**config.mk**
```make
export PLATFORM = sky130hd
export DESIGN_NAME = soc_test_ctrl
export DESIGN_NICKNAME = d
export VERILOG_FILES = /design/src/rtl/soc_test_ctrl.sv
export SDC_FILE = /design/constraint.sdc
export NUM_CORES = 1
export LEC_CHECK = 0
export CAP_MARGIN = 20
export CORE_MARGIN = 3
export CORE_UTILIZATION = 55
export CTS_BUF_LIST = sky130_fd_sc_hd__clkbuf_8
export DETAILED_ROUTE_END_ITERATION = 7
export GPL_ROUTABILITY_DRIVEN = 0
export PLACE_DENSITY_LB_ADDON = 0.25
export REMOVE_ABC_BUFFERS = 1
export SYNTH_ARGS = -nofsm -noshare
export SYNTH_HDL_FRONTEND = slang
export SYNTH_SLANG_ARGS = --single-unit
```
**constraint.sdc**
```tcl
create_clock -name clk -period 7.4 [get_ports clk]
set_input_delay 1.48 -clock clk [delete_from_list [all_inputs] [get_ports clk]]
set_output_delay 1.48 -clock clk [all_outputs]
set_load 0.1 [all_outputs]
```
**src/rtl/soc_test_ctrl.sv**
```systemverilog
// rtl/soc_test_ctrl.sv - self-test controller: core reset sequencing, tohost snooping, optional watchdog (SOC_TEST_CTRL_WATCHDOG_EN)
module soc_test_ctrl #(
    parameter int unsigned             ADDR_W          = 32,
    parameter int unsigned             DATA_W          = 32,
    parameter int unsigned             RST_HOLD_CYCLES = 10,
    parameter int unsigned             TIMEOUT_CYCLES  = 50000,
    parameter logic [ADDR_W-1:0]       TOHOST_ADDR     = 32'h0000_1000
) (
    input  logic              clk,
    input  logic              rst,
    input  logic              start,
    input  logic              wr_en,
    input  logic [ADDR_W-1:0] wr_addr,
    input  logic [DATA_W-1:0] wr_data,
    output logic              core_rst,
    output logic              done,
    output logic              pass,
    output logic              timeout,
    output logic [DATA_W-2:0] fail_code,
    output logic [31:0]       cycle_cnt
);

    typedef enum logic [1:0] {
        ST_IDLE = 2'd0,
        ST_HOLD = 2'd1,
        ST_RUN  = 2'd2,
        ST_DONE = 2'd3
    } state_t;

    // Hold counter counts RST_HOLD_CYCLES-1 down to 0, so HOLD lasts exactly RST_HOLD_CYCLES cycles.
    localparam logic [31:0] HOLD_LOAD = 32'(RST_HOLD_CYCLES - 1);

    state_t            state_q;
    state_t            state_d;
    logic [31:0]       hold_cnt_q;
    logic [31:0]       hold_cnt_d;
    logic              core_rst_d;
    logic              done_d;
    logic              pass_d;
    logic [DATA_W-2:0] fail_code_d;
    logic [31:0]       cycle_cnt_d;

    logic              hit;
    logic              data_is_one;
    logic              restart;
    logic              wdog_fire;

    // A tohost hit is a non-zero store to the monitored address; zero stores are benign.
    assign hit         = wr_en && (wr_addr == TOHOST_ADDR) && (wr_data != '0);
    assign data_is_one = (wr_data == DATA_W'(1));
    assign restart     = ((state_q == ST_IDLE) || (state_q == ST_DONE)) && start;

`ifdef SOC_TEST_CTRL_WATCHDOG_EN
    localparam logic [31:0] TMO_LAST = 32'(TIMEOUT_CYCLES - 1);

    logic timeout_q;
    logic timeout_d;

    // A hit in the same cycle takes priority, so the watchdog only fires without one.
    assign wdog_fire = (state_q == ST_RUN) && (cycle_cnt == TMO_LAST) && !hit;
    assign timeout   = timeout_q;

    // Watchdog flag register.
    always_ff @(posedge clk or negedge rst) begin
        if (!rst) begin
            timeout_q <= 1'b0;
        end else begin
            timeout_q <= timeout_d;
        end
    end

    // Watchdog flag next value: cleared on restart, set when the budget runs out.
    always_comb begin
        timeout_d = timeout_q;
        if (restart) begin
            timeout_d = 1'b0;
        end else if (wdog_fire) begin
            timeout_d = 1'b1;
        end
    end
`else
    assign wdog_fire = 1'b0;
    assign timeout   = 1'b0;

    // TIMEOUT_CYCLES has no effect in this build; RUN ends only on a hit or reset.
    if (TIMEOUT_CYCLES == 0) begin : g_timeout_unused
    end
`endif

    // State and registered outputs.
    always_ff @(posedge clk or negedge rst) begin
        if (!rst) begin
            state_q    <= ST_IDLE;
            hold_cnt_q <= '0;
            core_rst   <= 1'b1;
            done       <= 1'b0;
            pass       <= 1'b0;
            fail_code  <= '0;
            cycle_cnt  <= '0;
        end else begin
            state_q    <= state_d;
            hold_cnt_q <= hold_cnt_d;
            core_rst   <= core_rst_d;
            done       <= done_d;
            pass       <= pass_d;
            fail_code  <= fail_code_d;
            cycle_cnt  <= cycle_cnt_d;
        end
    end

    // Next-state logic; start is only honoured in IDLE and DONE.
    always_comb begin
        state_d = state_q;
        case (state_q)
            ST_IDLE: begin
                if (start) begin
                    state_d = ST_HOLD;
                end
            end
            ST_HOLD: begin
                if (hold_cnt_q == '0) begin
                    state_d = ST_RUN;
                end
            end
            ST_RUN: begin
                if (hit || wdog_fire) begin
                    state_d = ST_DONE;
                end
            end
            ST_DONE: begin
                if (start) begin
                    state_d = ST_HOLD;
                end
            end
            default: begin
                state_d = ST_IDLE;
            end
        endcase
    end

    // Output next values; core_rst follows the next state so it changes together with it.
    always_comb begin
        hold_cnt_d  = hold_cnt_q;
        core_rst_d  = (state_d != ST_RUN);
        done_d      = done;
        pass_d      = pass;
        fail_code_d = fail_code;
        cycle_cnt_d = cycle_cnt;
        case (state_q)
            ST_IDLE, ST_DONE: begin
                if (start) begin
                    hold_cnt_d  = HOLD_LOAD;
                    done_d      = 1'b0;
                    pass_d      = 1'b0;
                    fail_code_d = '0;
                    cycle_cnt_d = '0;
                end
            end
            ST_HOLD: begin
                if (hold_cnt_q != '0) begin
                    hold_cnt_d = hold_cnt_q - 32'd1;
                end
            end
            ST_RUN: begin
                // The hit cycle itself is counted, so cycle_cnt equals RUN cycles spent.
                if (cycle_cnt != 32'hFFFF_FFFF) begin
                    cycle_cnt_d = cycle_cnt + 32'd1;
                end
                if (hit) begin
                    done_d      = 1'b1;
                    pass_d      = data_is_one;
                    fail_code_d = data_is_one ? '0 : wr_data[DATA_W-1:1];
                end else if (wdog_fire) begin
                    done_d      = 1'b1;
                    pass_d      = 1'b0;
                    fail_code_d = '0;
                end
            end
            default: begin
                hold_cnt_d = hold_cnt_q;
            end
        endcase
    end

endmodule
```
After elaboration in Yosys (flattened, before gate mapping). Cells that the tools add are included.

Reduce and logical (&&, ||, !) cells: 12. Eq/ne operators: 11. Muxes and demuxes: 19. $add $sub $neg: 2.

Operators by type and width (count): $mux W32 (4); $pmux W32 S2 (2); $mux W31 (3); $reduce_bool A32 Y1 (2); $pmux W31 S2 (1); $add A32 B1 Y32 const B (1); $eq A32 B1 Y1 const B (1); $eq A32 B13 Y1 const B (1); $logic_not A32 Y1 (1); $ne A32 B32 Y1 const B (1); $sub A32 B1 Y32 const B (1); $reduce_and A3 Y1 (3); $ne A2 B2 Y1 const B (4); $mux W2 (3); $pmux W2 S3 (1); $eq A2 B2 Y1 const B (2); $pmux W1 S2 (2); $reduce_bool A2 Y1 (2); $mux W1 (3); $eq A2 B1 Y1 const B (1); $logic_and A1 B1 Y1 (2); $logic_not A2 Y1 (1); $ne A2 B1 Y1 const B (1); $reduce_or A2 Y1 (1).

Word-level logic and storage cells: 51. Flip-flop bits (word level): 100.

Depth between registers and ports, before layout. Gate-level depths: netlist (run 1).

Depth after elaboration: 6. Depth in mapped cells: 9.

Worst setup path after synthesis (run 1). No wires, ideal clock.

Path kind: in2reg. Start: in wr_data[28]. End: reg done. Library setup time: 69 ps. Path slack: 4372 ps. Data arrival time: 2959 ps. Stages: 6. Data required time: 7331 ps. Cell sequence: nor4_1 nand4_1 or2_2 o221ai_1 clkbuf_1 a22o_1.

Cells in the longest elaborated chain, start to end: 4.

Ends and longest elaborated chain: from (decl) (line 14) `input logic [DATA_W-1:0] wr_data,`; $reduce_bool A32 Y1 (line 49) `assign hit = wr_en && (wr_addr == TOHOST_ADDR) && (wr_data != '0);`; $logic_and A1 B1 Y1 (line 49); $ne A2 B2 Y1 (no line); $reduce_and A3 Y1 (no line); to (signal assigned) (line 104) `done <= done_d;`; to (decl) (line 16) `output logic done,`.

Every way passes these cells. A chain may end at the register's enable or synchronous reset.

Final worst setup path (run 1).
Start: in start. End: reg cycle_cnt[21].

Cells in the longest elaborated chain, start to end: 2.

Ends and longest elaborated chain: from (decl) (line 11) `input logic start,`; $ne A2 B1 Y1 (no line); $reduce_and A3 Y1 (no line); to (signal assigned) (line 107) `cycle_cnt <= cycle_cnt_d;`; to (decl) (line 20) `output logic [31:0] cycle_cnt`.

Every way passes these cells.

==> summary.txt, run 1 <==
Run status - complete, no violations
Clk sinks - 100
Post-Layout Cell Count - 809
# resized after CTS - 0
Pwr Total - 991 µW
Post-synthesis sequential area ratio - 46.9%
Final net count - 748
Vias in the first global route - 4,999
Total die area - 10,900 µm²
Critical path data arrival time - 3.88 ns
Max-cap violations - 0
CTS tree - built
Clock-pin slew on the worst setup and hold paths - 0.11 ns
Synthesized cell area - 5340 µm²
Fmax - 280 MHz
Leakage - 2.95 nW
Drt initial violations - 347
Switch Pwr - 255 µW
Combinational power share - 9.6%
Pin count of the biggest net entering global routing - 89
Hold_buf cts - 0
TritonCTS buffer count - 9
DIE WIDTH - 105 µm
Post-DRT Antenna Nets - 0
Most frequent cell after synthesis - dfrtp_1
Layout cells sized above 1 - 5.59%
Initial Util - 57.3%
Setup-failing EPs final - 0
Top cells by area, synth - dfrtp_1 (46%), a22o_1 (6.1%), mux2i_1 (3.9%)
Yosys top cell by area - dfrtp_1
Initial antenna violation count - 0
Synthesized area per cell - 9.66 µm²
Yosys warns - 0
Pwr Density - 142 nW/µm²
GRT overflow - 0
Worst min path class - reg -> reg
CP Launch Type - input pin
# rows - 35
Int Pwr - 736 µW
Skew-Pair Late Insertion Delay - 0.37 ns
First-pass GRT wire length - 24.6 mm
Sequential power share - 55.8%
CP Capture Type - flop
Final Hold Vio Count - 0
CTS Buffer Depth - 2
Worst slew margin relative to its limit - 32.5%
Crit path required time - 7.71 ns
CP Class - in -> reg
Multi-input combinational cell area - 2670 µm²
Post-synthesis async set-or-reset flop share - 100%
Flops & latches, synth - 100
Clock share of power - 34.6%
Post-CTS Setup Bufs - 0
Pre-Repair DR Iteration Count - 5
Register area - 2500 µm²
# H-tree levels - 3
Placeable core area - 9330 µm²
Final core utilization - 75.0%
Routed wire length - 14.7 mm
Fin. max-slew vios - 0
Die height - 105 µm
Cell total after placement - 791
Worst slew pin tran - 1.01 ns
TNS Setup - 0 ns
Final worst path period share - 48.3%
Clock root cell - clkbuf_8
Area grow syn2layout - 31.1%
EDFF count, synth - 0
I/O Pins - 135
WHS - 0.497 ns
Post-Syn Instances - 553
RSZ-0062 raised after global routing - false
Layout Skew - 0.0207 ns
IO buf count - 133
Top_reg_cell synth - dfrtp_1
Crit Path Max Fanout - 9
DP HPWL - 10.6 mm
Synth unique cells - 46
# diodes - 0
Switching fraction of total power - 25.7%
Residual DRC - 0
Most frequent cells after synthesis - dfrtp_1 (99), nand2_1 (42), a22o_1 (37)
WL/cell - 18.2 µm
Final min period - 3.57 ns
GRT Total Usage - 27.1%
Worst VDD drop - 0.116 mV
Vias - 5,099
Post-synth top area share - 46.4%
Via-per-instance ratio - 6.30
# fillers - 677
routing by layer:
metal | vias up | GRT usage [%] | share of wire, %
met3 | 30 | 4.51 | 5.9
met2 | 176 | 47.2 | 51
met5 | - | 0 | 0
li1 | 2385 | - | -
met4 | 0 | 9.31 | 2.4
met1 | 2508 | 34.3 | 41
through the flow:
step / instance area (µm²) / setup slack (ns)
2_1_floorplan: 5210 / 3.51
3_3_place_gp: 6750 / 3.21
3_5_place_dp: 6750 / 3.05
4_1_cts: 6950 / 3.43
5_1_grt: 7000 / 3.68
6_report: 7000 / 3.83
worst max-delay path, cell delays in order:
cell             delay (ns)
clkdlybuf4s50_1        0.48
nand2b_1               0.25
nor2b_1                0.58
nand2_1                0.38
or4_1                  0.56
a21oi_1                0.15
path summary, 6_finish.rpt:
path,start,to,slack [ns],cells after the start
setup / recovery,start,cycle_cnt[21],3.83,6
hold / removal,hold_cnt_q[3],hold_cnt_q[3],0.50,1
setup reg to reg,cycle_cnt[3],cycle_cnt[18],4.52,6
hold reg to reg,hold_cnt_q[3],hold_cnt_q[3],0.50,1
max in group asynchronous,rst,hold_cnt_q[30],5.51,3
min in group asynchronous,rst,cycle_cnt[15],0.93,1
power by group through the flow:
stage / Sequential [mW] / Combinational [mW] / Clock [mW]
after floorplan: 0.584 / 0.0140 / 0
after global placement: 0.564 / 0.0922 / 0
after detailed placement: 0.564 / 0.0939 / 0
after CTS: 0.553 / 0.0942 / 0.348
after global routing: 0.554 / 0.102 / 0.367
final: 0.553 / 0.0953 / 0.343
sequential cells by signal, indices dropped and copies added, names as in the netlist:
register,count
cycle_cnt,32
core_rst,1
pass,1
done,1
state_q,2
fail_code,31
hold_cnt_q,32
final cells by class:
cell class	instances	share of cell area, %
multi-input combinational	411	38.1
clock inverter	5	0.590
sequential	100	35.8
inverter	12	0.644
timing repair buffer	141	20.4
tap	129	2.31
clock buffer	11	2.16
cell families after synthesis:
kind of cell | Yosys count | share of synthesized area, %
buffers and inverters | 42 | 3.30
DFF | 100 | 46.9
muxes | 21 | 3.94
and+or+nand+nor | 244 | 25.9
AOI/OAI and AO/OA | 140 | 18.7
other | 1 | 0.0702
adders and majority gates | 5 | 1.17
layout by cell type (no fill, tap or decap), types with 19 or more instances in the layout:
cell type / synthesis / final
a21oi_1: 25 / 25
a22o_1: 37 / 37
clkdlybuf4s50_1: 0 / 132
dfrtp_1: 99 / 99
mux2i_1: 21 / 21
nand2_1: 42 / 42
nand2b_1: 19 / 19
nand3_1: 26 / 26
nor2_1: 24 / 24
nor4_1: 31 / 31
o21ai_0: 27 / 26
or4_1: 28 / 28
No activity file was read; power rests on OpenSTA's default activity.
==> run 2: changes to the inputs <==
Settings changed: CORE_UTILIZATION 55 to 51.
Clock period 7.4 ns to 3.3 ns, I/O delays scaled along.
==> summary.txt, run 2 (synthesized netlist as in run 1, its figures left out) <==
Most common cell after layout, fill and taps aside - dfrtp_1
Leakage - 3.08 nW (+4.4%)
GRT overflow - 0 (unchanged)
Pre-Repair DR Iteration Count - 5 (unchanged)
CTS Buffer Depth - 2 (unchanged)
Final worst path period share - 83.0%
TNS Setup - 0 ns (unchanged)
Total die area - 11,700 µm² (+7.4%)
Worst slew pin tran - 0.856 ns (-0.153 ns)
# rows - 36 (+2.9%)
Hold_buf cts - 0 (unchanged)
Initial Util - 53.6% (-3.6 points)
Area grow syn2layout - 28.8%
Run status - complete, no violations
Via-per-instance ratio - 6.22 (-1.3%)
DP HPWL - 10.9 mm (+2.8%)
WHS - 0.159 ns (-0.339 ns)
First-pass GRT wire length - 23.4 mm (-5.1%)
Worst VDD drop - 0.315 mV (+170%)
RSZ-0062 raised after global routing - false
Routed wire length - 14.8 mm (+0.79%)
GRT Total Usage - 25.0% (-2.1 points)
Pwr Total - 2.26 mW (+130%)
# H-tree levels - 3 (unchanged)
Clock root cell - clkbuf_8
Final min period - 2.74 ns
Vias - 5,101 (+0.039%)
Vias in the first global route - 4,816 (-3.7%)
Crit Path Max Fanout - 14 (+5)
WL/cell - 18.1 µm (-0.56%)
Final core utilization - 69.1% (-5.9 points)
Fin. max-slew vios - 0 (unchanged)
CP Launch Type - flop
Setup-failing EPs final - 0 (unchanged)
IO buf count - 133 (unchanged)
Fmax - 365 MHz
Placeable core area - 9950 µm² (+6.7%)
Post-CTS Setup Bufs - 0 (unchanged)
Worst slew margin relative to its limit - 42.4% (+9.9 points)
CTS tree - built
Worst min path class - in -> async
Pin count of the biggest net entering global routing - 82 (-7.9%)
Final net count - 755 (+0.94%)
Drt initial violations - 308 (-11%)
TritonCTS buffer count - 9 (unchanged)
Largest registers - cycle_cnt: 32 flops, hold_cnt_q: 32 flops, fail_code: 31 flops
Clock-pin slew on the worst setup and hold paths - 0.10 ns (about the same)
# resized after CTS - 0 (unchanged)
Final Hold Vio Count - 0 (unchanged)
Layout cells sized above 1 - 16.0% (+10 points)
Post-DRT Antenna Nets - 0 (unchanged)
DIE WIDTH - 108 µm (+3.6%)
Clk sinks - 100 (unchanged)
CP Class - reg -> reg
Most frequent cells in the layout - dfrtp_1 (99), buf_4 (81), clkdlybuf4s50_1 (66)
Skew-Pair Late Insertion Delay - 0.37 ns (about the same)
Worst R2R Path Depth - 5 (-1)
Pwr Density - 329 nW/µm² (+130%)
Crit path required time - 3.58 ns (-4.13 ns)
Die height - 108 µm (+3.6%)
Max-cap violations - 0 (unchanged)
Critical path data arrival time - 3.02 ns (-0.86 ns)
Layout Skew - 0.0154 ns (-0.00526 ns)
I/O Pins - 135 (unchanged)
Residual DRC - 0 (unchanged)
CP Capture Type - flop
Initial antenna violation count - 0 (unchanged)
# diodes - 0 (unchanged)
run 2: path summary, 6_finish.rpt:
kind / from / endpoint / slack (ns)
setup / recovery: hold_cnt_q[2] / hold_cnt_q[6] / 0.56
hold / removal: rst / cycle_cnt[13] / 0.16
setup reg to reg: hold_cnt_q[2] / hold_cnt_q[6] / 0.56
hold reg to reg: fail_code[23] / fail_code[23] / 0.51
max in group asynchronous: rst / core_rst / 2.40
min in group clk: fail_code[23] / fail_code[23] / 0.51
run 2: report_power, final:
group	internal, mW	switching, mW
Combinational	0.0920	0.117
Clock	0.376	0.435
Sequential	1.23	0.00975
Total	1.70	0.561
run 2: metrics by stage:
stage / instance area (µm²) / setup WS [ns] / cells
2_1_floorplan: 5210 / -0.587 / 523
3_3_place_gp: 6670 / 0.528 / 804
3_5_place_dp: 6670 / 0.475 / 804
4_1_cts: 6880 / 0.557 / 820
5_1_grt: 6880 / 0.245 / 820
6_report: 6880 / 0.560 / 820
run 2: layout make-up:
class	count	area, µm²
Clock buffer	10	138
Clock inverter	6	71.3
Fill cell	804	3080
Inverter	12	45.0
Multi-Input combinational cell	411	2670
Sequential cell	100	2500
Tap cell	133	166
Timing Repair Buffer	148	1290
run 2: critical path, cell delays in order (launching register included):
cell and delay (ns):
dfrtp_1 0.43, or3_1 0.47, or4_4 0.62, nor4b_1 0.74, o21ai_0 0.24, a21oi_1 0.16
run 2: per-layer routing:
layer  global-route usage (%)  vias to the layer above  wire, µm
li1                         -                     2404         -
met1                     31.4                     2487      6150
met2                     43.4                      182      7400
met3                     4.90                       28       968
met4                     8.12                        0       297
met5                        0                        -         0
==> run 3: changes to the inputs <==
Clock period 3.3 ns to 2.56 ns, I/O delays scaled along.
==> summary.txt, run 3 (synthesized netlist as in run 1, its figures left out) <==
Delay-heaviest family, CP - simple AND/OR/NAND/NOR gates
Pwr Density - 459 nW/µm² (+40%)
Pre-Repair DR Iteration Count - 5 (unchanged)
Final Hold Vio Count - 0 (unchanged)
CP Buf/Inv Count - 0 (unchanged)
Die height - 108 µm (unchanged)
Clock-pin slew on the worst setup and hold paths - 0.10 ns (about the same)
Area grow syn2layout - 33.0%
Sequential power share - 51.8% (-3.1 points)
WL/cell - 18.0 µm (-0.52%)
# diodes - 0 (unchanged)
Drt initial violations - 305 (-0.97%)
Total die area - 11,700 µm² (unchanged)
CTS Buffer Depth - 2 (unchanged)
Pwr Total - 3.26 mW (+44%)
Switch Pwr - 1.01 mW (+81%)
M1 wire length - 6.11 mm (-0.73%)
Crit Path Max Fanout - 21 (+7)
Clock root cell - clkbuf_8
Hold_buf cts - 0 (unchanged)
Vias - 5,225 (+2.4%)
CTS tree - built
Worst slew pin tran - 0.578 ns (-0.277 ns)
Via-per-instance ratio - 6.17 (-0.83%)
Crit path required time - 2.85 ns (-0.73 ns)
Int Pwr - 2.24 mW (+32%)
Max-cap violations - 0 (unchanged)
CP Launch Type - flop
Routed wire length - 15.2 mm (+2.8%)
GRT overflow - 0 (unchanged)
Clock share of power - 30.8% (-5.1 points)
Vias in the first global route - 5,023 (+4.3%)
CP Class - reg -> reg
Final net count - 782 (+3.6%)
Layout cells sized above 1 - 19.3% (+3.3 points)
RSZ-0062 raised after global routing - false
TritonCTS buffer count - 9 (unchanged)
Layout Skew - 0.0117 ns (-0.00374 ns)
Worst VDD drop - 0.701 mV (+120%)
Routed wire length on met3 - 1.14 mm (+18%)
Initial antenna violation count - 0 (unchanged)
# H-tree levels - 3 (unchanged)
Leakage - 3.23 nW (+4.7%)
Switching fraction of total power - 31.1% (+6.3 points)
Residual DRC - 0 (unchanged)
Fin. max-slew vios - 0 (unchanged)
Worst slew margin relative to its limit - 61.3% (+19 points)
CP cell instances - or3_1 > or4_4 > or2_4 > or4_1 > a21oi_1
Initial Util - 53.6% (unchanged)
TNS Setup - 0 ns (unchanged)
Critical path data arrival time - 2.72 ns (-0.30 ns)
Clk sinks - 100 (unchanged)
Peak per-stage delay on the critical path - 0.53 ns (-0.21 ns)
First-pass GRT wire length - 24.8 mm (+6.0%)
# rows - 36 (unchanged)
Final min period - 2.43 ns (-0.311 ns)
Max Used Layer - met4
Setup-failing EPs final - 0 (unchanged)
Placeable core area - 9950 µm² (unchanged)
Run status - complete, no violations
DIE WIDTH - 108 µm (unchanged)
Fmax - 412 MHz (+13%)
Most frequent cells in the layout - buf_4 (106), dfrtp_1 (99), clkdlybuf4s50_1 (66)
Slowest CP cell - or4_1
Metal2 WL - 7.64 mm (+3.3%)
CP Capture Type - flop
Combinational power share - 17.5% (+8.3 points)
DP HPWL - 11.5 mm (+5.2%)
GRT Total Usage - 26.4% (+1.4 points)
Most common cell after layout, fill and taps aside - buf_4
IO buf count - 133 (unchanged)
Skew-Pair Late Insertion Delay - 0.37 ns (about the same)
Worst min path class - in -> async
Pin count of the biggest net entering global routing - 48 (-41%)
Final worst path period share - 94.9% (+12 points)
Largest registers - cycle_cnt: 32 flops, hold_cnt_q: 32 flops, fail_code: 31 flops
Post-DRT Antenna Nets - 0 (unchanged)
I/O Pins - 135 (unchanged)
==> run 3: final timing paths <==
kind                                from        endpoint  slack (ns)  depth (start not counted)
max                        hold_cnt_q[6]  hold_cnt_q[27]        0.13                          5
min                                  rst   cycle_cnt[25]        0.02                          1
max reg2reg                hold_cnt_q[6]  hold_cnt_q[27]        0.13                          5
min reg2reg                 fail_code[0]    fail_code[0]        0.52                          1
max in group asynchronous            rst   fail_code[24]        1.79                          2
min in group clk            fail_code[0]    fail_code[0]        0.52                          1
==> run 3: repair_timing <==
item	in CTS	in global routing
setup buffers	0	0
resized for setup	0	2
endpoints found under the setup margin	0	10
==> run 3: final cells by class <==
class | instances | area, µm²
inverter | 12 | 45.0
timing repair buffer | 175 | 1520
fill | 742 | 2850
clock buffer | 9 | 124
tap | 133 | 166
clock inverter | 7 | 68.8
sequential | 100 | 2500
multi-input combinational | 411 | 2680
==> run 3: power groups by stage <==
| stage | Sequential (mW) | Clock [mW] | Combinational [mW] |
|---|---|---|---|
| finish | 1.69 | 1.00 | 0.569 |
| detailed placement | 1.71 | 0 | 0.572 |
| CTS | 1.68 | 1.03 | 0.573 |
| global route | 1.69 | 1.09 | 0.595 |
| global placement | 1.71 | 0 | 0.565 |
| floorplan | 1.96 | 0 | 0.0793 |
==> run 3: per-stage QoR <==
step	setup slack (ns)	utilization (%)	hold WS [ns]	cell area (µm²)	cells
finish	0.131	71.4	0.0229	7100	847
global route	0.0349	71.4	0.0287	7100	847
CTS	0.0141	71.2	0.0144	7090	847
detailed placement	-0.0172	69.3	0.421	6900	831
global placement	0.0513	69.3	0.416	6900	831
floorplan	-1.33	-	0.216	5210	523
==> run 3: layer usage <==
metal	vias up	track usage (%)
li1	2454	-
met1	2537	33.9
met2	202	45.2
met3	32	5.01
met4	0	8.75
met5	-	0
